<file path="src/rtl/apu_pkg.sv">
// Shared constants for the APU pulse channels: register slot decode,
// channel identity, length-counter lookup and duty waveforms.
package apu_pkg;

  typedef enum logic [1:0] {
    SLOT_CTRL     = 2'd0,
    SLOT_SWEEP    = 2'd1,
    SLOT_TIMER_LO = 2'd2,
    SLOT_TIMER_HI = 2'd3
  } slot_e;

  localparam int CH_PULSE1 = 0;
  localparam int CH_PULSE2 = 1;

  localparam logic [7:0] LEN_TABLE [32] = '{
    8'd10,  8'd254, 8'd20,  8'd2,   8'd40,  8'd4,   8'd80,  8'd6,
    8'd160, 8'd8,   8'd60,  8'd10,  8'd14,  8'd12,  8'd26,  8'd14,
    8'd12,  8'd16,  8'd24,  8'd18,  8'd48,  8'd20,  8'd96,  8'd22,
    8'd192, 8'd24,  8'd72,  8'd26,  8'd16,  8'd28,  8'd32,  8'd30
  };

  // Bit n of each entry is the output level during sequencer step n.
  localparam logic [7:0] DUTY_TABLE [4] = '{
    8'b0000_0010,
    8'b0000_0110,
    8'b0001_1110,
    8'b1111_1001
  };

endpackage

</file>
<file path="src/rtl/pulse_sweep.sv">
// Sweep unit for one pulse channel: owns the 11-bit timer period, the sweep
// divider, the target adder and the mute decision.
module pulse_sweep
  import apu_pkg::*;
#(
  parameter int CH_ID = CH_PULSE1
) (
  input  logic        clk,
  input  logic        reset,
  input  logic        sweep_clk,
  input  logic        write,
  input  logic [1:0]  addr,
  input  logic [7:0]  data,
  output logic [10:0] period,
  output logic        mute
);

  logic        en_q, en_d;
  logic [2:0]  div_period_q, div_period_d;
  logic        negate_q, negate_d;
  logic [2:0]  shift_q, shift_d;
  logic        reload_q, reload_d;
  logic [2:0]  div_q, div_d;
  logic [10:0] period_q, period_d;
  logic [11:0] delta;
  logic [11:0] target;

  // Pulse 1 negates in ones' complement, so it lands one lower than pulse 2.
  always_comb begin
    delta = {1'b0, period_q} >> shift_q;
    if (negate_q) begin
      target = {1'b0, period_q} - delta;
      if (CH_ID == CH_PULSE1) begin
        target = target - 12'd1;
      end
    end else begin
      target = {1'b0, period_q} + delta;
    end
  end

  assign mute   = (period_q < 11'd8) || (!negate_q && target[11]);
  assign period = period_q;

  always_comb begin
    en_d         = en_q;
    div_period_d = div_period_q;
    negate_d     = negate_q;
    shift_d      = shift_q;
    reload_d     = reload_q;
    div_d        = div_q;
    period_d     = period_q;

    if (sweep_clk) begin
      if (div_q == 3'd0 && en_q && shift_q != 3'd0 && !mute) begin
        period_d = target[10:0];
      end
      if (div_q == 3'd0 || reload_q) begin
        div_d    = div_period_q;
        reload_d = 1'b0;
      end else begin
        div_d = div_q - 3'd1;
      end
    end

    // CPU writes are applied last so they override a same-cycle sweep update.
    if (write) begin
      case (addr)
        SLOT_SWEEP: begin
          en_d         = data[7];
          div_period_d = data[6:4];
          negate_d     = data[3];
          shift_d      = data[2:0];
          reload_d     = 1'b1;
        end
        SLOT_TIMER_LO: period_d = {period_q[10:8], data};
        SLOT_TIMER_HI: period_d = {data[2:0], period_q[7:0]};
        default: ;
      endcase
    end
  end

  always_ff @(posedge clk) begin
    if (reset) begin
      en_q         <= 1'b0;
      div_period_q <= '0;
      negate_q     <= 1'b0;
      shift_q      <= '0;
      reload_q     <= 1'b0;
      div_q        <= '0;
      period_q     <= '0;
    end else begin
      en_q         <= en_d;
      div_period_q <= div_period_d;
      negate_q     <= negate_d;
      shift_q      <= shift_d;
      reload_q     <= reload_d;
      div_q        <= div_d;
      period_q     <= period_d;
    end
  end

endmodule

</file>
<file path="src/rtl/pulse_channel_param.sv">
// Parametrised APU pulse channel (timer, duty sequencer, envelope, length,
// sweep). Define PULSE_SWEEP_EN to include the sweep unit.
module pulse_channel_param
  import apu_pkg::*;
#(
  parameter int CH_ID = CH_PULSE1,
  parameter int OUT_W = 4
) (
  input  logic             clk,
  input  logic             iReset,
  input  logic             iApu_tick,
  input  logic             iEnvelope_clk,
  input  logic             iLength_clk,
  input  logic             iSweep_clk,
  input  logic             iWrite,
  input  logic [1:0]       iAddr,
  input  logic [7:0]       iData,
  input  logic             iEnable,
  output logic [OUT_W-1:0] oPulse,
  output logic             oLength_active
);

  logic [10:0] period;
  logic        mute;

`ifdef PULSE_SWEEP_EN
  pulse_sweep #(
    .CH_ID(CH_ID)
  ) u_sweep (
    .clk       (clk),
    .reset     (iReset),
    .sweep_clk (iSweep_clk),
    .write     (iWrite),
    .addr      (iAddr),
    .data      (iData),
    .period    (period),
    .mute      (mute)
  );
`else
  logic [10:0] period_q, period_d;
  logic        unused_sweep_cfg;

  assign unused_sweep_cfg = iSweep_clk ^ (CH_ID == CH_PULSE1);

  always_comb begin
    period_d = period_q;
    if (iWrite && iAddr == SLOT_TIMER_LO) begin
      period_d = {period_q[10:8], iData};
    end else if (iWrite && iAddr == SLOT_TIMER_HI) begin
      period_d = {iData[2:0], period_q[7:0]};
    end
  end

  always_ff @(posedge clk) begin
    if (iReset) begin
      period_q <= '0;
    end else begin
      period_q <= period_d;
    end
  end

  assign period = period_q;
  assign mute   = (period_q < 11'd8);
`endif

  logic [1:0]       duty_q, duty_d;
  logic             halt_q, halt_d;
  logic             const_vol_q, const_vol_d;
  logic [3:0]       vol_q, vol_d;
  logic [10:0]      timer_q, timer_d;
  logic [2:0]       step_q, step_d;
  logic             env_start_q, env_start_d;
  logic [3:0]       decay_q, decay_d;
  logic [3:0]       env_div_q, env_div_d;
  logic [7:0]       length_q, length_d;
  logic [OUT_W-1:0] pulse_q, pulse_d;
  logic             length_active_q, length_active_d;
  logic [7:0]       duty_pattern;
  logic             duty_bit;
  logic [3:0]       volume;
  logic             slot3_write;

  assign slot3_write  = iWrite && (iAddr == SLOT_TIMER_HI);
  assign duty_pattern = DUTY_TABLE[duty_q];
  assign duty_bit     = duty_pattern[step_q];
  assign volume       = const_vol_q ? vol_q : decay_q;

  always_comb begin
    duty_d          = duty_q;
    halt_d          = halt_q;
    const_vol_d     = const_vol_q;
    vol_d           = vol_q;
    timer_d         = timer_q;
    step_d          = step_q;
    env_start_d     = env_start_q;
    decay_d         = decay_q;
    env_div_d       = env_div_q;
    length_d        = length_q;

    if (iWrite && iAddr == SLOT_CTRL) begin
      duty_d      = iData[7:6];
      halt_d      = iData[5];
      const_vol_d = iData[4];
      vol_d       = iData[3:0];
    end

    if (iApu_tick) begin
      if (timer_q == 11'd0) begin
        timer_d = period;
        step_d  = step_q + 3'd1;
      end else begin
        timer_d = timer_q - 11'd1;
      end
    end

    if (iEnvelope_clk) begin
      if (env_start_q) begin
        env_start_d = 1'b0;
        decay_d     = 4'd15;
        env_div_d   = vol_q;
      end else if (env_div_q == 4'd0) begin
        env_div_d = vol_q;
        if (decay_q != 4'd0) begin
          decay_d = decay_q - 4'd1;
        end else if (halt_q) begin
          decay_d = 4'd15;
        end
      end else begin
        env_div_d = env_div_q - 4'd1;
      end
    end

    if (iLength_clk && !halt_q && length_q != 8'd0) begin
      length_d = length_q - 8'd1;
    end

    // A slot 3 write restarts the note; it beats any same-cycle length clock.
    if (slot3_write) begin
      step_d      = 3'd0;
      env_start_d = 1'b1;
      length_d    = LEN_TABLE[iData[7:3]];
    end

    if (!iEnable) begin
      length_d = 8'd0;
    end

    length_active_d = (length_q != 8'd0);
    if (duty_bit && length_q != 8'd0 && !mute) begin
      pulse_d = OUT_W'(volume) << (OUT_W - 4);
    end else begin
      pulse_d = '0;
    end
  end

  always_ff @(posedge clk) begin
    if (iReset) begin
      duty_q          <= '0;
      halt_q          <= 1'b0;
      const_vol_q     <= 1'b0;
      vol_q           <= '0;
      timer_q         <= '0;
      step_q          <= '0;
      env_start_q     <= 1'b0;
      decay_q         <= '0;
      env_div_q       <= '0;
      length_q        <= '0;
      pulse_q         <= '0;
      length_active_q <= 1'b0;
    end else begin
      duty_q          <= duty_d;
      halt_q          <= halt_d;
      const_vol_q     <= const_vol_d;
      vol_q           <= vol_d;
      timer_q         <= timer_d;
      step_q          <= step_d;
      env_start_q     <= env_start_d;
      decay_q         <= decay_d;
      env_div_q       <= env_div_d;
      length_q        <= length_d;
      pulse_q         <= pulse_d;
      length_active_q <= length_active_d;
    end
  end

  assign oPulse         = pulse_q;
  assign oLength_active = length_active_q;

endmodule

</file>
<file path="config.mk">
export PLATFORM = sky130hd
export DESIGN_NAME = pulse_channel_param
export DESIGN_NICKNAME = d
export VERILOG_FILES = /design/src/rtl/apu_pkg.sv /design/src/rtl/pulse_sweep.sv /design/src/rtl/pulse_channel_param.sv
export SDC_FILE = /design/constraint.sdc
export NUM_CORES = 1
export LEC_CHECK = 0
export CORE_MARGIN = 4
export CORE_UTILIZATION = 60
export CTS_BUF_LIST = sky130_fd_sc_hd__clkbuf_16
export CTS_CLUSTER_DIAMETER = 200
export DETAILED_ROUTE_END_ITERATION = 10
export GPL_TIMING_DRIVEN = 0
export PLACE_DENSITY_LB_ADDON = 0.2
export SYNTH_ARGS = -nofsm -noshare
export SYNTH_HDL_FRONTEND = slang
export SYNTH_SLANG_ARGS = --single-unit
</file>
<file path="constraint.sdc">
create_clock -name clk -period 3.5 [get_ports clk]
set_clock_uncertainty 0.2 [all_clocks]
set_input_delay 0.35 -clock clk [delete_from_list [all_inputs] [get_ports clk]]
set_output_delay 0.35 -clock clk [all_outputs]
set_load 0.02 [all_outputs]
</file>
Word-level counts from Yosys, hierarchy flattened
Memories as Yosys holds them, arrays and structs flattened.
Index checks and enable logic that the tools add are counted.

cells by class
  add/sub/neg operators = 5
  $lt $le $gt $ge = 4
  equality and inequality tests = 2
  multiplexer cells = 20
  bitwise operators = 5
  reductions and logical operators = 24

operator list
  kind                   number
  $mux 8                 7
  $mux 4                 7
  $bmux 8 s2             1
  $logic_not 11->1       1
  $lt 11x4->1 const B    1
  $mux 11                1
  $sub 11x1->11 const B  1
  $reduce_bool 8->1      1
  $sub 4x1->4 const B    2
  $sub 8x1->8 const B    1
  $logic_and 1x1->1      7
  $ge 6x6->1 const B     1
  $not 5->6              1
  $reduce_bool 2->1      3
  $reduce_or 2->1        3
  $eq 2x2->1 const B     2
  $logic_not 4->1        1
  $lt 3x4->1 const B     1
  $reduce_and 2->1       2
  $reduce_bool 4->1      1
  $add 3x1->3 const B    1
  $bmux 1 s3             1
  $ge 3x3->1 const B     1
  $mux 1                 3
  6 further kinds        9

word-level totals
  flip-flop bits (word level) = 55
  ROM bits = 256
  bits of input ports = 18
  memories kept = 1

memory list
  memory           words  width  read ports  clocked after memory_dff  write ports  RTL line                    RTL
  (no name shown)  32     8      1           0                         0            pulse_channel_param.sv:141  length_d = LEN_TABLE[iData[7:3]];

Depth between registers and ports, before layout
Gate-level depths: netlist of the first run.

  depth after elaboration = 10
  depth in mapped cells = 8

Worst setup path before layout of the first run
OpenSTA, ideal clock, no wires.

  path kind = reg-to-reg
  start point = reg env_div_q[0]
  end point = reg decay_q[0]
  setup time = 134 ps
  data arrival time = 1524 ps
  slack = 1642 ps
  stages on the path, launching flop included = 8
  buffers on the path = 0
  clock period less this slack = 1858 ps
  path through = dfxtp_1 > inv_1 > ha_1 > or3b_1 > a21oi_2 > o311ai_0 > o21ai_0 > a211oi_1

between the ends
  longest elaborated chain between the ends = 3

RTL lines
  item                         RTL line                    RTL
  from (decl)                  pulse_channel_param.sv:74   logic [3:0] env_div_q, env_div_d;
  from (signal assigned)       pulse_channel_param.sv:179  env_div_q <= env_div_d;
  $logic_not 4->1              pulse_channel_param.sv:121  end else if (env_div_q == 4'd0) begin
  $reduce_bool 2->1 (no line)  -
  $reduce_and 3->1 (no line)   -
  to (signal assigned)         pulse_channel_param.sv:178  decay_q <= decay_d;
  to (decl)                    pulse_channel_param.sv:73   logic [3:0] decay_q, decay_d;

No other way between the ends.
A chain may end at the register's enable or synchronous reset.

Final worst setup path of the first run
  start point = in iData[3]
  end point = reg length_q[2]

between the ends
  longest elaborated chain between the ends = 5

RTL lines
  item                                       RTL line                    RTL
  from (decl)                                pulse_channel_param.sv:17   input logic [7:0] iData,
  $not 5->6 (implied by the code)            pulse_channel_param.sv:141
  $mem_v2 32x8                               -
  $mux 8 (implied by the code) (2 in a row)  pulse_channel_param.sv:141
  $mux 8                                     pulse_channel_param.sv:138  if (slot3_write) begin
  to (signal assigned)                       pulse_channel_param.sv:180  length_q <= length_d;
  to (decl)                                  pulse_channel_param.sv:75   logic [7:0] length_q, length_d;

No other way between the ends. The select of a mux whose other input is x is not followed.

==> results of run 1 <==
[registers in the layout, indices dropped and copies added, names as in the netlist, 2 cells and up]
| name | flops |
|---|---|
| period | 11 |
| oPulse | 4 |
| vol_q | 4 |
| timer_q | 11 |
| length_q | 8 |
| env_div_q | 4 |
| step_q | 3 |
| decay_q | 4 |
| duty_q | 2 |
[worst max path at each step]
stage / cells past startpoint / endpoint / slack (ps)
final: 8 / length_q[2] / 960
after CTS: 8 / length_q[2] / 1000
after global routing: 8 / length_q[2] / 790
after detailed placement: 8 / length_q[2] / 700
after global placement: 8 / length_q[2] / 740
after floorplan: 7 / decay_q[0] / 1640
[logic make-up (layout without fill, tap and decap cells)]
| family | Yosys count | count (layout) |
|---|---|---|
| flops | 55 | 55 |
| buf+inv | 36 | 63 |
| mux | 25 | 25 |
| xor+xnor | 8 | 8 |
| fa+ha+maj | 15 | 15 |
| compound gates | 83 | 83 |
| simple gates | 150 | 150 |
[power by group]
part,internal [uW],switching [uW]
Combinational,488,576
Sequential,732,144
Clock,340,234
Total,1560,954
[layout make-up]
| type | count | area share |
|---|---|---|
| inverters | 17 | 0.0180 |
| clock buffers | 5 | 0.0353 |
| plain buffers | 19 | 0.0261 |
| clock inverters | 3 | 0.0131 |
| well taps | 67 | 0.0236 |
| multi-input cells | 281 | 0.520 |
| repair buffers | 19 | 0.0536 |
| flip-flops and latches | 55 | 0.311 |
[placed cells by master (no fill, tap or decap), drive strengths merged, types with 2 or more instances in the layout]
cell type / netlist / final
a211oi: 11 / 11
a21oi: 30 / 30
a32oi: 2 / 2
and2: 3 / 3
and3: 5 / 5
buf: 8 / 8
clkbuf: 11 / 16
clkdlybuf4s50: 0 / 19
dfxtp: 55 / 55
ha: 15 / 15
inv: 17 / 18
mux2i: 24 / 24
nand2: 31 / 31
nand2b: 8 / 8
nand3: 16 / 16
nor2: 47 / 47
nor2b: 4 / 4
nor3: 11 / 11
nor3b: 5 / 5
nor4: 9 / 9
nor4b: 2 / 2
o211ai: 5 / 5
o21ai: 16 / 16
o22ai: 5 / 5
o311ai: 3 / 3
o31ai: 2 / 2
or3b: 2 / 2
or4: 2 / 2
xnor2: 2 / 2
xor2: 6 / 6
[worst max-delay path, cell delays in order]
cell and delay (ps):
sky130_fd_sc_hd__clkdlybuf4s50_1 600, sky130_fd_sc_hd__inv_1 280, sky130_fd_sc_hd__ha_1 290, sky130_fd_sc_hd__nor2b_1 150
sky130_fd_sc_hd__nor3_1 50, sky130_fd_sc_hd__a311oi_1 410, sky130_fd_sc_hd__o22ai_1 160, sky130_fd_sc_hd__a211oi_1 250
[layer usage]
layer	part of all wire	global-route usage	wire, um
met5	0	0	0
met4	0.016	0.0929	115
met3	0.061	0.0384	442
met2	0.47	0.387	3390
met1	0.46	0.333	3330
[metrics by stage]
step,power (uW),area [sq um]
floorplan,1700,3100
global placement,1880,3370
detailed placement,1910,3370
CTS,2500,3550
global route,2690,3550
finish,2510,3550
[synthesized netlist by cell type (3+ instances only)]
cell type,number
sky130_fd_sc_hd__mux2i_1,24
sky130_fd_sc_hd__clkbuf_1,11
sky130_fd_sc_hd__inv_1,17
sky130_fd_sc_hd__xor2_1,6
sky130_fd_sc_hd__nand2b_1,8
sky130_fd_sc_hd__nor3_1,11
sky130_fd_sc_hd__buf_2,5
sky130_fd_sc_hd__nand3_1,16
sky130_fd_sc_hd__nand2_1,31
sky130_fd_sc_hd__o211ai_1,5
sky130_fd_sc_hd__dfxtp_1,55
sky130_fd_sc_hd__nor3b_1,5
sky130_fd_sc_hd__a211oi_1,11
sky130_fd_sc_hd__and3_1,3
sky130_fd_sc_hd__o311ai_0,3
sky130_fd_sc_hd__o22ai_1,4
sky130_fd_sc_hd__a21oi_1,27
sky130_fd_sc_hd__nor4_1,7
sky130_fd_sc_hd__nor2b_1,4
sky130_fd_sc_hd__nor2_1,45
sky130_fd_sc_hd__o21ai_0,16
sky130_fd_sc_hd__ha_1,15
==> report_table.html, run 1 <==
<table>
<tr><th>Metric</th><th>Value</th></tr>
<tr><th colspan="2">CTS</th></tr>
<tr><td>Clk Latency, worst-skew pair</td><td>290 ps</td></tr>
<tr><td>Clock sink count</td><td>55</td></tr>
<tr><td>Library cell used as clock root buffer</td><td>sky130_fd_sc_hd__clkbuf_16</td></tr>
<tr><td>Post-CTS Hold Fix Bufs</td><td>0</td></tr>
<tr><td>Max H-tree Level</td><td>2</td></tr>
<tr><td>Clock transition time at the flip-flop clock pins of the worst setup and hold paths</td><td>70 ps</td></tr>
<tr><td>CTS buffer count</td><td>5</td></tr>
<tr><td>CTS resizes</td><td>0</td></tr>
<tr><td>Clock tree buffer depth</td><td>2</td></tr>
<tr><td>Clock tree from TritonCTS</td><td>done</td></tr>
<tr><td>Post-CTS setup repair buffer count</td><td>0</td></tr>
<tr><th colspan="2">Setup path</th></tr>
<tr><td>Crit Path Class</td><td>in -&gt; reg</td></tr>
<tr><td>Type of destination of the critical path</td><td>register</td></tr>
<tr><td>CP startpoint kind</td><td>input pin</td></tr>
<tr><td>Slack of the worst reg-to-reg path</td><td>1440 ps</td></tr>
<tr><td>Critical Path Start</td><td>iData[3]</td></tr>
<tr><td>CP Data Required Time</td><td>3510 ps</td></tr>
<tr><td>Crit path max fanout</td><td>10</td></tr>
<tr><td>Data arrival time of the critical path</td><td>around 2600 ps</td></tr>
<tr><td>RR Startpoint</td><td>env_div_q[0]</td></tr>
<tr><td>Reg-to-reg critical path endpoint</td><td>decay_q[0]</td></tr>
<tr><td>Number of cells on the worst reg-to-reg path</td><td>7</td></tr>
<tr><th colspan="2">Global routing</th></tr>
<tr><td>First-pass GRT wire length</td><td>12.4 mm</td></tr>
<tr><td>Pin count of the biggest net entering global routing</td><td>19</td></tr>
<tr><td>Number of antenna violations at the first check in global routing</td><td>0</td></tr>
<tr><td>Aggregate global-route resource usage</td><td>0.245</td></tr>
<tr><td>Global route total overflow</td><td>0</td></tr>
<tr><td>Vias in the first global route</td><td>2,604</td></tr>
<tr><th colspan="2">STA</th></tr>
<tr><td>Unrepaired setup endpoints after global routing</td><td>false</td></tr>
<tr><td>Hold Worst Slack</td><td>285 ps</td></tr>
<tr><td>Min setup slack post-route</td><td>963 ps</td></tr>
<tr><td>Peak clock frequency supported by timing</td><td>394 MHz</td></tr>
<tr><td>TNS Setup</td><td>0 ps</td></tr>
<tr><td>Transition time of the tightest slew-check pin</td><td>about 540 ps</td></tr>
<tr><td>Final cycle utilization of the critical path</td><td>0.725</td></tr>
<tr><td>Final Hold Violating Endpoints</td><td>0</td></tr>
<tr><td>Final number of max-transition violations</td><td>0</td></tr>
<tr><td>Setup Viol. Count Final</td><td>0</td></tr>
<tr><td>Crit path time final</td><td>2540 ps</td></tr>
<tr><td>Max_slew headroom</td><td>0.643</td></tr>
<tr><th colspan="2">Worst hold path</th></tr>
<tr><td>Hold path endpoint</td><td>env_div_q[1]</td></tr>
<tr><td>Worst Min Path Start</td><td>env_div_q[1]</td></tr>
<tr><td>Hold/Removal Path Class</td><td>reg -&gt; reg</td></tr>
<tr><td>Worst hold path cell count</td><td>2</td></tr>
<tr><th colspan="2">Floorplan</th></tr>
<tr><td>Die width</td><td>79.9 um</td></tr>
<tr><td>Chip Height</td><td>79.9 um</td></tr>
<tr><td>Initial Util</td><td>0.639</td></tr>
<tr><td>Rows</td><td>25</td></tr>
<tr><td>Standard cell core area</td><td>4850 sq um</td></tr>
<tr><td>Total I/O pin count</td><td>23</td></tr>
<tr><td>Area enclosed by the die boundary</td><td>6380 sq um</td></tr>
<tr><th colspan="2">Synth</th></tr>
<tr><td>Count of unique library cells instantiated by Yosys</td><td>between 50 and 60</td></tr>
<tr><td>Warnings, synthesis</td><td>0</td></tr>
<tr><td>Dominant combinational cell family by area after synthesis</td><td>simple AND/OR/NAND/NOR gates</td></tr>
<tr><td>Proportion of register bits with asynchronous set or reset after synthesis</td><td>0</td></tr>
<tr><td>Post-Synth Adder-Cell Area</td><td>0.0605</td></tr>
<tr><td>Compound-Gate Fraction of Synth Area</td><td>0.175</td></tr>
<tr><td>Cell area after synthesis</td><td>3100 sq um</td></tr>
<tr><td>Primary flip-flop cell chosen by synthesis mapping</td><td>sky130_fd_sc_hd__dfxtp_1</td></tr>
<tr><td>Post-Synthesis Net Count</td><td>between 400 and 500</td></tr>
<tr><td>Share of synthesized area occupied by flip-flops and latches</td><td>0.355</td></tr>
<tr><td>Synth Register Bits</td><td>55</td></tr>
<tr><td>Basic-gate share of the synthesized area counting and, or, nand and nor cells</td><td>0.251</td></tr>
<tr><td>Share of synthesized area spent on multiplexers</td><td>0.0847</td></tr>
<tr><td>Mean area per synthesized cell</td><td>8.33 sq um</td></tr>
<tr><td>Mapped Cells</td><td>372</td></tr>
<tr><td>Area share of the largest cell type after synthesis</td><td>0.355</td></tr>
<tr><td>Biggest area consumer among synthesized cells</td><td>sky130_fd_sc_hd__dfxtp_1</td></tr>
<tr><td>Post-synthesis share of cell area spent on xor and xnor gates</td><td>0.0226</td></tr>
<tr><td>Top cells by area in the synthesized netlist</td><td>sky130_fd_sc_hd__dfxtp_1 (36%), sky130_fd_sc_hd__mux2i_1 (7.7%), sky130_fd_sc_hd__ha_1 (6.1%), sky130_fd_sc_hd__nor2_1 (5.4%), sky130_fd_sc_hd__a21oi_1 (4.4%)</td></tr>
<tr><td>Count of flip-flops with a built-in enable after synthesis</td><td>0</td></tr>
<tr><th colspan="2">Route</th></tr>
<tr><td>Post-Route WL</td><td>approximately 7.3 mm</td></tr>
<tr><td>Remaining antenna violation count</td><td>0</td></tr>
<tr><td>Initial DRT Pass Iterations</td><td>5</td></tr>
<tr><td>Violation count after the first detailed-route iteration</td><td>about 260</td></tr>
<tr><td>Post-route DRC violation count</td><td>0</td></tr>
<tr><td>DR WL/cell</td><td>15.6 um</td></tr>
<tr><td>Via total after detailed routing</td><td>2,828</td></tr>
<tr><td>Detailed-route vias per instance</td><td>slightly above 6</td></tr>
<tr><th colspan="2">Run</th></tr>
<tr><td>Max-cap violation count</td><td>0</td></tr>
<tr><th colspan="2">Finish</th></tr>
<tr><td>FF/Latch Area</td><td>1100 sq um</td></tr>
<tr><td>Synth-to-layout area growth</td><td>14.4%</td></tr>
<tr><td>Fill cell count</td><td>~380</td></tr>
<tr><td>Multi-input logic area</td><td>1840 sq um</td></tr>
<tr><td>Post-layout utilization of the core</td><td>0.731</td></tr>
<tr><td>Diode insertion count for antenna repair</td><td>0</td></tr>
<tr><td>Final standard cell count with taps included and fillers excluded</td><td>466</td></tr>
<tr><td>Layout Nets</td><td>431</td></tr>
<tr><td>Ratio of cells with drive above 1 in the final layout</td><td>0.0802</td></tr>
<tr><th colspan="2">Placement</th></tr>
<tr><td># port buffers</td><td>19</td></tr>
<tr><td>Final GP Congestion</td><td>0.907</td></tr>
<tr><td>Cell count after placement</td><td>458</td></tr>
<tr><td>DP Worst Slack</td><td>around 700 ps</td></tr>
<tr><td>Final HPWL from detailed placement</td><td>5.11 mm</td></tr>
<tr><th colspan="2">Power and ir drop</th></tr>
<tr><td>Pwr Density</td><td>709 nW/um^2</td></tr>
<tr><td>Leakage</td><td>0.00136 uW</td></tr>
<tr><td>Highest ir drop seen on vdd</td><td>0.415 mV</td></tr>
<tr><th colspan="2">Run status</th></tr>
<tr><td>Outcome</td><td>complete, no violations</td></tr>
</table>
Power figures use the tool's default switching activity.
==> run 2: changes to the inputs <==
--- a/config.mk
+++ b/config.mk
@@ -6,7 +6,7 @@
 export NUM_CORES = 1
 export LEC_CHECK = 0
 export CORE_MARGIN = 4
-export CORE_UTILIZATION = 60
+export CORE_UTILIZATION = 53
 export CTS_BUF_LIST = sky130_fd_sc_hd__clkbuf_16
 export CTS_CLUSTER_DIAMETER = 200
 export DETAILED_ROUTE_END_ITERATION = 10
==> constraint.sdc (replaced) <==
create_clock -name clk -period 2.2 [get_ports clk]
set_clock_uncertainty 0.2 [all_clocks]
set_input_delay 0.22 -clock clk [delete_from_list [all_inputs] [get_ports clk]]
set_output_delay 0.22 -clock clk [all_outputs]
set_load 0.02 [all_outputs]
==> report_table.html, run 2 (synthesis gave the netlist of run 1 again) <==
<table>
<tr><th>Metric</th><th>Value</th></tr>
<tr><th colspan="2">STA</th></tr>
<tr><td>Final cycle utilization of the critical path</td><td>0.930</td></tr>
<tr><td>Setup Viol. Count Final</td><td>0 (unchanged)</td></tr>
<tr><td>Max_slew headroom</td><td>0.595 (was 0.643)</td></tr>
<tr><td>Transition time of the tightest slew-check pin</td><td>607 ps (was 535 ps)</td></tr>
<tr><td>Final Hold Violating Endpoints</td><td>0 (unchanged)</td></tr>
<tr><td>Hold Worst Slack</td><td>276 ps (was 285 ps)</td></tr>
<tr><td>Peak clock frequency supported by timing</td><td>489 MHz</td></tr>
<tr><td>Crit path time final</td><td>between 2000 and 2500 ps</td></tr>
<tr><td>Final number of max-transition violations</td><td>0 (unchanged)</td></tr>
<tr><td>Unrepaired setup endpoints after global routing</td><td>false (unchanged)</td></tr>
<tr><th colspan="2">Finish</th></tr>
<tr><td>Multi-input logic area</td><td>1860 sq um (was 1840 sq um)</td></tr>
<tr><td>Diode insertion count for antenna repair</td><td>0 (unchanged)</td></tr>
<tr><td>Synth-to-layout area growth</td><td>14.1% (was 14.4%)</td></tr>
<tr><td>Fill cell count</td><td>513 (was 382)</td></tr>
<tr><td>Most common cell after layout, fill and taps aside</td><td>sky130_fd_sc_hd__dfxtp_1 (unchanged)</td></tr>
<tr><td>Ratio of cells with drive above 1 in the final layout</td><td>0.0827 (was 0.0802)</td></tr>
<tr><td>Layout Nets</td><td>431 (unchanged)</td></tr>
<tr><td>Most frequent cells in the layout</td><td>sky130_fd_sc_hd__dfxtp_1 (55), sky130_fd_sc_hd__nor2_1 (45), sky130_fd_sc_hd__nand2_1 (31), sky130_fd_sc_hd__a21oi_1 (27), sky130_fd_sc_hd__mux2i_1 (24) (unchanged)</td></tr>
<tr><td>Final design instance area without fill</td><td>3540 sq um (was 3550 sq um)</td></tr>
<tr><td>FF/Latch Area</td><td>1100 sq um (unchanged)</td></tr>
<tr><th colspan="2">Run</th></tr>
<tr><td>Max-cap violation count</td><td>0 (unchanged)</td></tr>
<tr><th colspan="2">CTS</th></tr>
<tr><td>Max H-tree Level</td><td>2 (unchanged)</td></tr>
<tr><td>Post-CTS setup repair buffer count</td><td>0 (unchanged)</td></tr>
<tr><td>CTS buffer count</td><td>5 (unchanged)</td></tr>
<tr><td>Clock tree from TritonCTS</td><td>done (unchanged)</td></tr>
<tr><td>Clock sink count</td><td>55 (unchanged)</td></tr>
<tr><td>Clock tree buffer depth</td><td>2 (unchanged)</td></tr>
<tr><td>Clock transition time at the flip-flop clock pins of the worst setup and hold paths</td><td>80 ps (was 70 ps)</td></tr>
<tr><td>Library cell used as clock root buffer</td><td>sky130_fd_sc_hd__clkbuf_16 (unchanged)</td></tr>
<tr><td>Clk Latency, worst-skew pair</td><td>290 ps (about the same)</td></tr>
<tr><th colspan="2">Setup path</th></tr>
<tr><td>CP startpoint kind</td><td>input pin (unchanged)</td></tr>
<tr><td>CP Data Required Time</td><td>2200 ps (was 3510 ps)</td></tr>
<tr><td>Type of destination of the critical path</td><td>register (unchanged)</td></tr>
<tr><td>Crit path max fanout</td><td>8 (was 10)</td></tr>
<tr><td>Crit Path Class</td><td>in -&gt; reg (unchanged)</td></tr>
<tr><td>Slack of the worst reg-to-reg path</td><td>160 ps (was 1440 ps)</td></tr>
<tr><td>Data arrival time of the critical path</td><td>2050 ps (was 2550 ps)</td></tr>
<tr><th colspan="2">Floorplan</th></tr>
<tr><td>Chip Height</td><td>84.5 um (was 79.9 um)</td></tr>
<tr><td>Rows</td><td>27 (was 25)</td></tr>
<tr><td>Area enclosed by the die boundary</td><td>7140 sq um (was 6380 sq um)</td></tr>
<tr><td>Die width</td><td>84.5 um (was 79.9 um)</td></tr>
<tr><td>Initial Util</td><td>0.556 (was 0.639)</td></tr>
<tr><td>Standard cell core area</td><td>5570 sq um (was 4850 sq um)</td></tr>
<tr><td>Total I/O pin count</td><td>23 (unchanged)</td></tr>
<tr><th colspan="2">Route</th></tr>
<tr><td>Initial DRT Pass Iterations</td><td>4 (was 5)</td></tr>
<tr><td>Via total after detailed routing</td><td>2,725 (was 2,828)</td></tr>
<tr><td>Detailed-route vias per instance</td><td>5.79 (was 6.07)</td></tr>
<tr><td>Violation count after the first detailed-route iteration</td><td>130 (was 255)</td></tr>
<tr><td>DR WL/cell</td><td>15.3 um (was 15.6 um)</td></tr>
<tr><td>Remaining antenna violation count</td><td>0 (unchanged)</td></tr>
<tr><td>Post-route DRC violation count</td><td>0 (unchanged)</td></tr>
<tr><td>Post-Route WL</td><td>7.19 mm (was 7.27 mm)</td></tr>
<tr><th colspan="2">Global routing</th></tr>
<tr><td>Number of antenna violations at the first check in global routing</td><td>0 (unchanged)</td></tr>
<tr><td>Pin count of the biggest net entering global routing</td><td>18 (was 19)</td></tr>
<tr><td>First-pass GRT wire length</td><td>12.1 mm (was 12.4 mm)</td></tr>
<tr><td>Vias in the first global route</td><td>2,548 (was 2,604)</td></tr>
<tr><td>Aggregate global-route resource usage</td><td>0.205 (was 0.245)</td></tr>
<tr><td>Global route total overflow</td><td>0 (unchanged)</td></tr>
<tr><th colspan="2">Placement</th></tr>
<tr><td>Final HPWL from detailed placement</td><td>5.25 mm (was 5.11 mm)</td></tr>
<tr><td>Cell area reported after detailed placement</td><td>3380 sq um (was 3370 sq um)</td></tr>
<tr><td>Final GP Congestion</td><td>0.820 (was 0.907)</td></tr>
<tr><td># port buffers</td><td>19 (unchanged)</td></tr>
<tr><th colspan="2">Power and ir drop</th></tr>
<tr><td>Leakage</td><td>0.00135 uW (was 0.00136 uW)</td></tr>
<tr><td>Pwr Density</td><td>1090 nW/um^2 (was 709 nW/um^2)</td></tr>
<tr><td>Highest ir drop seen on vdd</td><td>0.550 mV (was 0.415 mV)</td></tr>
<tr><th colspan="2">Run status</th></tr>
<tr><td>Outcome</td><td>complete, no violations (unchanged)</td></tr>
<tr><th colspan="2">Worst hold path</th></tr>
<tr><td>Hold/Removal Path Class</td><td>reg -&gt; reg (unchanged)</td></tr>
</table>
-- run 2: changes by cell type in the layout (fill, tap and decap cells not counted) --
cell and change:
sky130_fd_sc_hd__clkdlybuf4s50_1 -1, sky130_fd_sc_hd__inv_2 +1, sky130_fd_sc_hd__a21oi_4 +1, sky130_fd_sc_hd__dlygate4sd2_1 +1, sky130_fd_sc_hd__a311oi_2 +1, sky130_fd_sc_hd__bufinv_16 -1, sky130_fd_sc_hd__a311oi_1 -1, sky130_fd_sc_hd__a21oi_2 -1
-- run 2: where the power goes --
part	switching, uW	total [uW]	leakage (uW)	internal, uW
Combinational	901	1680	0.000830	780
Sequential	224	1390	0.000448	1160
Clock	360	783	0.0000716	423
Total	1480	3850	0.00135	2370
-- run 2: worst max-delay path, stage by stage --
cell                              delay, ps
sky130_fd_sc_hd__clkdlybuf4s50_1        640
sky130_fd_sc_hd__inv_1                  160
sky130_fd_sc_hd__ha_1                   320
sky130_fd_sc_hd__a32oi_1                 80
sky130_fd_sc_hd__a311oi_2               270
sky130_fd_sc_hd__o22ai_1                130
sky130_fd_sc_hd__a211oi_1               230
-- run 2: metal layers --
layer | part of all wire | up-vias | track usage
met5 | 0 | - | 0
met4 | 0.0053 | 0 | 0.0403
met3 | 0.040 | 4 | 0.0383
met2 | 0.47 | 43 | 0.330
met1 | 0.49 | 1291 | 0.288
li1 | - | 1387 | -
-- run 2: area by class of cell --
type / instances / area share
clock inverters: 3 / 0.00566
plain buffers: 19 / 0.0262
well taps: 72 / 0.0255
repair buffers: 19 / 0.0534
inverters: 17 / 0.0180
clock buffers: 5 / 0.0354
flip-flops and latches: 55 / 0.311
multi-input cells: 281 / 0.525
-- run 2: final timing paths --
check                           startpoint  cells past startpoint     endpoint
worst max-delay path              iData[4]                      7  length_q[2]
worst min-delay path             period[8]                      2    period[8]
worst max register to register  timer_q[0]                      8   timer_q[4]
worst min register to register   period[8]                      2    period[8]
-- run 2: stage by stage --
| stage | setup WS, ps | instances | setup TNS (ps) | power (uW) | utilization |
|---|---|---|---|---|---|
| 6_report | 153 | 471 | 0 | 3850 | 0.635 |
| 2_1_floorplan | 342 | 372 | 0 | 2710 | - |
| 5_1_grt | 24.5 | 471 | 0 | 4130 | 0.635 |
| 4_1_cts | 71.4 | 471 | 0 | 3840 | 0.632 |
| 3_5_place_dp | -415 | 463 | -1090 | 3060 | 0.607 |
| 3_3_place_gp | -343 | 463 | -813 | 3020 | 0.607 |
-- run 2: what timing repair did --
item,CTS,global route
hold buffers,0,0
gates resized for setup,2,2
cloned,0,0
endpoints found under the setup margin,1,2
==> run 3: changes to the inputs <==
--- a/config.mk
+++ b/config.mk
@@ -5,6 +5,7 @@
 export SDC_FILE = /design/constraint.sdc
 export NUM_CORES = 1
 export LEC_CHECK = 0
+export ABC_AREA = 1
 export CORE_MARGIN = 4
 export CORE_UTILIZATION = 53
 export CTS_BUF_LIST = sky130_fd_sc_hd__clkbuf_16
==> report_table.html, run 3 <==
<table>
<tr><th>Metric</th><th>Value</th></tr>
<tr><th colspan="2">Synth</th></tr>
<tr><td>Most frequent cell after synthesis</td><td>sky130_fd_sc_hd__nand2_1 (was sky130_fd_sc_hd__dfxtp_1)</td></tr>
<tr><td>Synth Register Bits</td><td>55 (unchanged)</td></tr>
<tr><td>Post-Synthesis Net Count</td><td>516 (was 405)</td></tr>
<tr><td>Primary flip-flop cell chosen by synthesis mapping</td><td>sky130_fd_sc_hd__dfxtp_1 (unchanged)</td></tr>
<tr><td>Biggest area consumer among synthesized cells</td><td>sky130_fd_sc_hd__dfxtp_1 (unchanged)</td></tr>
<tr><td>Warnings, synthesis</td><td>0 (unchanged)</td></tr>
<tr><td>Cell area after synthesis</td><td>3190 sq um (was 3100 sq um)</td></tr>
<tr><td>Mean area per synthesized cell</td><td>6.61 sq um (was 8.33 sq um)</td></tr>
<tr><td>Proportion of register bits with asynchronous set or reset after synthesis</td><td>0 (unchanged)</td></tr>
<tr><td>Count of flip-flops with a built-in enable after synthesis</td><td>0 (unchanged)</td></tr>
<tr><td>Count of unique library cells instantiated by Yosys</td><td>33 (was 58)</td></tr>
<tr><td>Area share of the largest cell type after synthesis</td><td>0.345 (was 0.355)</td></tr>
<tr><td>Mapped Cells</td><td>483 (was 372)</td></tr>
<tr><td>Leading cell types by count after synthesis</td><td>sky130_fd_sc_hd__nand2_1 (92), sky130_fd_sc_hd__nor2_1 (61), sky130_fd_sc_hd__dfxtp_1 (55), sky130_fd_sc_hd__inv_1 (51), sky130_fd_sc_hd__a21oi_1 (47) (was sky130_fd_sc_hd__dfxtp_1 (55), sky130_fd_sc_hd__nor2_1 (45), sky130_fd_sc_hd__nand2_1 (31), sky130_fd_sc_hd__a21oi_1 (27), sky130_fd_sc_hd__mux2i_1 (24))</td></tr>
<tr><td>Top cells by area in the synthesized netlist</td><td>sky130_fd_sc_hd__dfxtp_1 (34%), sky130_fd_sc_hd__nand2_1 (11%), sky130_fd_sc_hd__a21oi_1 (7.4%), sky130_fd_sc_hd__nor2_1 (7.2%), sky130_fd_sc_hd__nand3_1 (6.4%) (was sky130_fd_sc_hd__dfxtp_1 (36%), sky130_fd_sc_hd__mux2i_1 (7.7%), sky130_fd_sc_hd__ha_1 (6.1%), sky130_fd_sc_hd__nor2_1 (5.4%), sky130_fd_sc_hd__a21oi_1 (4.4%))</td></tr>
<tr><td>Share of synthesized area occupied by flip-flops and latches</td><td>0.345 (was 0.355)</td></tr>
<tr><th colspan="2">Setup path</th></tr>
<tr><td>Slowest CP cell</td><td>sky130_fd_sc_hd__clkdlybuf4s50_1 (unchanged)</td></tr>
<tr><td>CP most frequent cell</td><td>sky130_fd_sc_hd__nor2_1</td></tr>
<tr><td>Data arrival time of the critical path</td><td>1980 ps (was 2050 ps)</td></tr>
<tr><td>Ordered list of cells on the worst path</td><td>clkdlybuf4s50_1 &gt; inv_1 &gt; ha_1 &gt; or2_1 &gt; nand3_1 &gt; nand2_1 &gt; a21oi_1 &gt; nor2_1 &gt; nor2_1 (was clkdlybuf4s50_1 &gt; inv_1 &gt; ha_1 &gt; a32oi_1 &gt; a311oi_2 &gt; o22ai_1 &gt; a211oi_1)</td></tr>
<tr><td>Crit path max fanout</td><td>9 (was 8)</td></tr>
<tr><td>Type of destination of the critical path</td><td>register (unchanged)</td></tr>
<tr><td>Crit Path Class</td><td>in -&gt; reg (unchanged)</td></tr>
<tr><td>Slack of the worst reg-to-reg path</td><td>410 ps (was 160 ps)</td></tr>
<tr><td>Cell family with the largest share of critical-path delay</td><td>buffers and inverters (unchanged)</td></tr>
<tr><td>Stage delay of the slowest cell on the critical path</td><td>590 ps (was 640 ps)</td></tr>
<tr><td>Reg-to-reg critical path endpoint</td><td>decay_q[3] (was timer_q[4])</td></tr>
<tr><td>Critical Path Start</td><td>iData[3] (was iData[4])</td></tr>
<tr><td>Crit path depth</td><td>9 (was 7)</td></tr>
<tr><td>CP startpoint kind</td><td>input pin (unchanged)</td></tr>
<tr><td>Count of buffer and inverter cells on the critical path</td><td>2 (unchanged)</td></tr>
<tr><td>RR Startpoint</td><td>env_div_q[0] (was timer_q[0])</td></tr>
<tr><td>Termination of the worst setup path</td><td>length_q[4] (was length_q[2])</td></tr>
<tr><td>Number of cells on the worst reg-to-reg path</td><td>9 (was 8)</td></tr>
<tr><td>CP Data Required Time</td><td>2220 ps (was 2200 ps)</td></tr>
<tr><th colspan="2">Global routing</th></tr>
<tr><td>First-pass GRT wire length</td><td>13.1 mm (was 12.1 mm)</td></tr>
<tr><td>Number of antenna violations at the first check in global routing</td><td>0 (unchanged)</td></tr>
<tr><td>Aggregate global-route resource usage</td><td>0.219 (was 0.205)</td></tr>
<tr><td>Global route total overflow</td><td>0 (unchanged)</td></tr>
<tr><td>Pin count of the biggest net entering global routing</td><td>16 (was 18)</td></tr>
<tr><td>Vias in the first global route</td><td>2,879 (was 2,548)</td></tr>
<tr><th colspan="2">Power and ir drop</th></tr>
<tr><td>Pwr Density</td><td>981 nW/um^2 (was 1090 nW/um^2)</td></tr>
<tr><td>Leakage</td><td>0.00164 uW (was 0.00135 uW)</td></tr>
<tr><td>Highest ir drop seen on vdd</td><td>0.618 mV (was 0.550 mV)</td></tr>
<tr><th colspan="2">Floorplan</th></tr>
<tr><td>Total I/O pin count</td><td>23 (unchanged)</td></tr>
<tr><td>Initial Util</td><td>0.542 (was 0.556)</td></tr>
<tr><td>Rows</td><td>28 (was 27)</td></tr>
<tr><td>Die width</td><td>85.6 um (was 84.5 um)</td></tr>
<tr><td>Chip Height</td><td>85.6 um (was 84.5 um)</td></tr>
<tr><td>Area enclosed by the die boundary</td><td>7330 sq um (was 7140 sq um)</td></tr>
<tr><td>Standard cell core area</td><td>5890 sq um (was 5570 sq um)</td></tr>
<tr><th colspan="2">Route</th></tr>
<tr><td>Remaining antenna violation count</td><td>0 (unchanged)</td></tr>
<tr><td>Post-route DRC violation count</td><td>0 (unchanged)</td></tr>
<tr><td>Detailed-route vias per instance</td><td>5.40 (was 5.79)</td></tr>
<tr><td>Via total after detailed routing</td><td>3,149 (was 2,725)</td></tr>
<tr><td>Violation count after the first detailed-route iteration</td><td>181 (was 130)</td></tr>
<tr><td>Initial DRT Pass Iterations</td><td>5 (was 4)</td></tr>
<tr><td>Post-Route WL</td><td>7.61 mm (was 7.19 mm)</td></tr>
<tr><td>DR WL/cell</td><td>13.0 um (was 15.3 um)</td></tr>
<tr><th colspan="2">CTS</th></tr>
<tr><td>Clock transition time at the flip-flop clock pins of the worst setup and hold paths</td><td>60 ps (was 80 ps)</td></tr>
<tr><td>Post-CTS Hold Fix Bufs</td><td>0 (unchanged)</td></tr>
<tr><td>Clock tree buffer depth</td><td>2 (unchanged)</td></tr>
<tr><td>Clock sink count</td><td>55 (unchanged)</td></tr>
<tr><td>CTS resizes</td><td>0 (was 2)</td></tr>
<tr><td>Max H-tree Level</td><td>2 (unchanged)</td></tr>
<tr><td>Library cell used as clock root buffer</td><td>sky130_fd_sc_hd__clkbuf_16 (unchanged)</td></tr>
<tr><td>Post-CTS setup repair buffer count</td><td>0 (unchanged)</td></tr>
<tr><td>Clock tree from TritonCTS</td><td>done (unchanged)</td></tr>
<tr><td>CTS buffer count</td><td>5 (unchanged)</td></tr>
<tr><td>Clk Latency, worst-skew pair</td><td>290 ps (about the same)</td></tr>
<tr><th colspan="2">STA</th></tr>
<tr><td>Setup Viol. Count Final</td><td>0 (unchanged)</td></tr>
<tr><td>Final number of max-transition violations</td><td>0 (unchanged)</td></tr>
<tr><td>Max_slew headroom</td><td>0.637 (was 0.595)</td></tr>
<tr><td>Transition time of the tightest slew-check pin</td><td>544 ps (was 607 ps)</td></tr>
<tr><td>Min setup slack post-route</td><td>243 ps (was 153 ps)</td></tr>
<tr><td>Crit path time final</td><td>1960 ps (was 2050 ps)</td></tr>
<tr><td>Final cycle utilization of the critical path</td><td>0.890 (was 0.930)</td></tr>
<tr><td>Peak clock frequency supported by timing</td><td>511 MHz (was 489 MHz)</td></tr>
<tr><td>Final Hold Violating Endpoints</td><td>0 (unchanged)</td></tr>
<tr><td>Unrepaired setup endpoints after global routing</td><td>false (unchanged)</td></tr>
<tr><th colspan="2">Finish</th></tr>
<tr><td>Final design instance area without fill</td><td>3600 sq um (was 3540 sq um)</td></tr>
<tr><td>Most common cell after layout, fill and taps aside</td><td>sky130_fd_sc_hd__nand2_1 (was sky130_fd_sc_hd__dfxtp_1)</td></tr>
<tr><td>Ratio of cells with drive above 1 in the final layout</td><td>0.0689 (was 0.0827)</td></tr>
<tr><td>Synth-to-layout area growth</td><td>12.8% (was 14.1%)</td></tr>
<tr><td>Layout Nets</td><td>541 (was 431)</td></tr>
<tr><td>Final standard cell count with taps included and fillers excluded</td><td>583 (was 471)</td></tr>
<tr><td>Diode insertion count for antenna repair</td><td>0 (unchanged)</td></tr>
<tr><td>Post-layout utilization of the core</td><td>0.612 (was 0.635)</td></tr>
<tr><td>Most frequent cells in the layout</td><td>sky130_fd_sc_hd__nand2_1 (92), sky130_fd_sc_hd__nor2_1 (61), sky130_fd_sc_hd__dfxtp_1 (55), sky130_fd_sc_hd__inv_1 (51), sky130_fd_sc_hd__a21oi_1 (47) (was sky130_fd_sc_hd__dfxtp_1 (55), sky130_fd_sc_hd__nor2_1 (45), sky130_fd_sc_hd__nand2_1 (31), sky130_fd_sc_hd__a21oi_1 (27), sky130_fd_sc_hd__mux2i_1 (24))</td></tr>
<tr><th colspan="2">Placement</th></tr>
<tr><td>Final GP Congestion</td><td>0.890 (was 0.820)</td></tr>
<tr><td>DP Worst Slack</td><td>-37.3 ps (was -415 ps)</td></tr>
<tr><td>Cell area reported after detailed placement</td><td>3470 sq um (was 3380 sq um)</td></tr>
<tr><td>Final HPWL from detailed placement</td><td>5.75 mm (was 5.25 mm)</td></tr>
<tr><td># port buffers</td><td>18 (was 19)</td></tr>
<tr><td>Cell count after placement</td><td>576 (was 463)</td></tr>
<tr><th colspan="2">Run status</th></tr>
<tr><td>Outcome</td><td>complete, no violations (unchanged)</td></tr>
<tr><th colspan="2">Worst hold path</th></tr>
<tr><td>Hold/Removal Path Class</td><td>in -&gt; reg (was reg -&gt; reg)</td></tr>
<tr><th colspan="2">Run</th></tr>
<tr><td>Max-cap violation count</td><td>0 (unchanged)</td></tr>
</table>
[run 3: cell types whose count changed after synthesis, moves of 10 or more]
| cell | previous run | this run |
|---|---|---|
| sky130_fd_sc_hd__mux2i_1 | 24 | 0 |
| sky130_fd_sc_hd__nor2_1 | 45 | 61 |
| sky130_fd_sc_hd__nand2_1 | 31 | 92 |
| sky130_fd_sc_hd__nand3_1 | 16 | 41 |
| sky130_fd_sc_hd__a211oi_1 | 11 | 1 |
| sky130_fd_sc_hd__a21oi_1 | 27 | 47 |
| sky130_fd_sc_hd__o21ai_1 | 0 | 11 |
| sky130_fd_sc_hd__inv_1 | 17 | 51 |
| sky130_fd_sc_hd__o21ai_0 | 16 | 40 |
[run 3: worst register-to-register path, cell delays in order, from the launching register on]
cell and delay, ps:
sky130_fd_sc_hd__dfxtp_1 310, sky130_fd_sc_hd__inv_1 80, sky130_fd_sc_hd__ha_1 200, sky130_fd_sc_hd__nand3_1 80
sky130_fd_sc_hd__nand2_1 120, sky130_fd_sc_hd__nand2_1 150, sky130_fd_sc_hd__nor2_2 220, sky130_fd_sc_hd__inv_1 100
sky130_fd_sc_hd__nor3_1 160, sky130_fd_sc_hd__nor2_1 60
[run 3: through the flow]
step | hold WS, ps | TNS [ps] | power [uW]
after floorplan | 103 | 0 | 2470
after global placement | 243 | 0 | 2760
after detailed placement | 249 | -37.3 | 2790
after CTS | 158 | 0 | 3550
after global routing | 187 | 0 | 3840
final | 175 | 0 | 3530
[run 3: area by class of cell]
type / count / area, sq um
fillers: 566 / 2290
multi-input cells: 352 / 1790
flip-flops and latches: 55 / 1100
inverters: 62 / 233
repair buffers: 18 / 180
clock buffers: 5 / 125
well taps: 75 / 93.8
plain buffers: 14 / 71.3
clock inverters: 2 / 8.76
[run 3: metal layers]
metal / vias to the layer above / wire (um) / global-route usage
met5: - / 0 / 0
met3: 6 / 327 / 0.0423
met1: 1439 / 3630 / 0.295
li1: 1630 / - / -
met2: 74 / 3580 / 0.355
met4: 0 / 77 / 0.0633
[run 3: how the worst min path moves through the flow]
stage                         start  slack (ps)              to  cells past startpoint
after CTS                  iData[6]         160       duty_q[0]                      3
final                      iData[6]         180       period[6]                      3
after global placement    period[2]         240       period[2]                      2
after global routing       iData[6]         190       period[6]                      3
after detailed placement  period[2]         250       period[2]                      2
after floorplan              iReset         100  oLength_active                      1
[run 3: where the power goes]
group / internal [uW] / total (uW) / switching [uW]
Combinational: 561 / 1510 / 952
Clock: 410 / 748 / 338
Sequential: 1140 / 1270 / 129
[run 3: cell families after synthesis]
| logic type | after synthesis | synth area share |
|---|---|---|
| buf+inv | 76 | 0.0953 |
| simple gates | 224 | 0.312 |
| fa+ha+maj | 15 | 0.0588 |
| compound gates | 109 | 0.178 |
| flops | 55 | 0.345 |
| xor+xnor | 4 | 0.0110 |
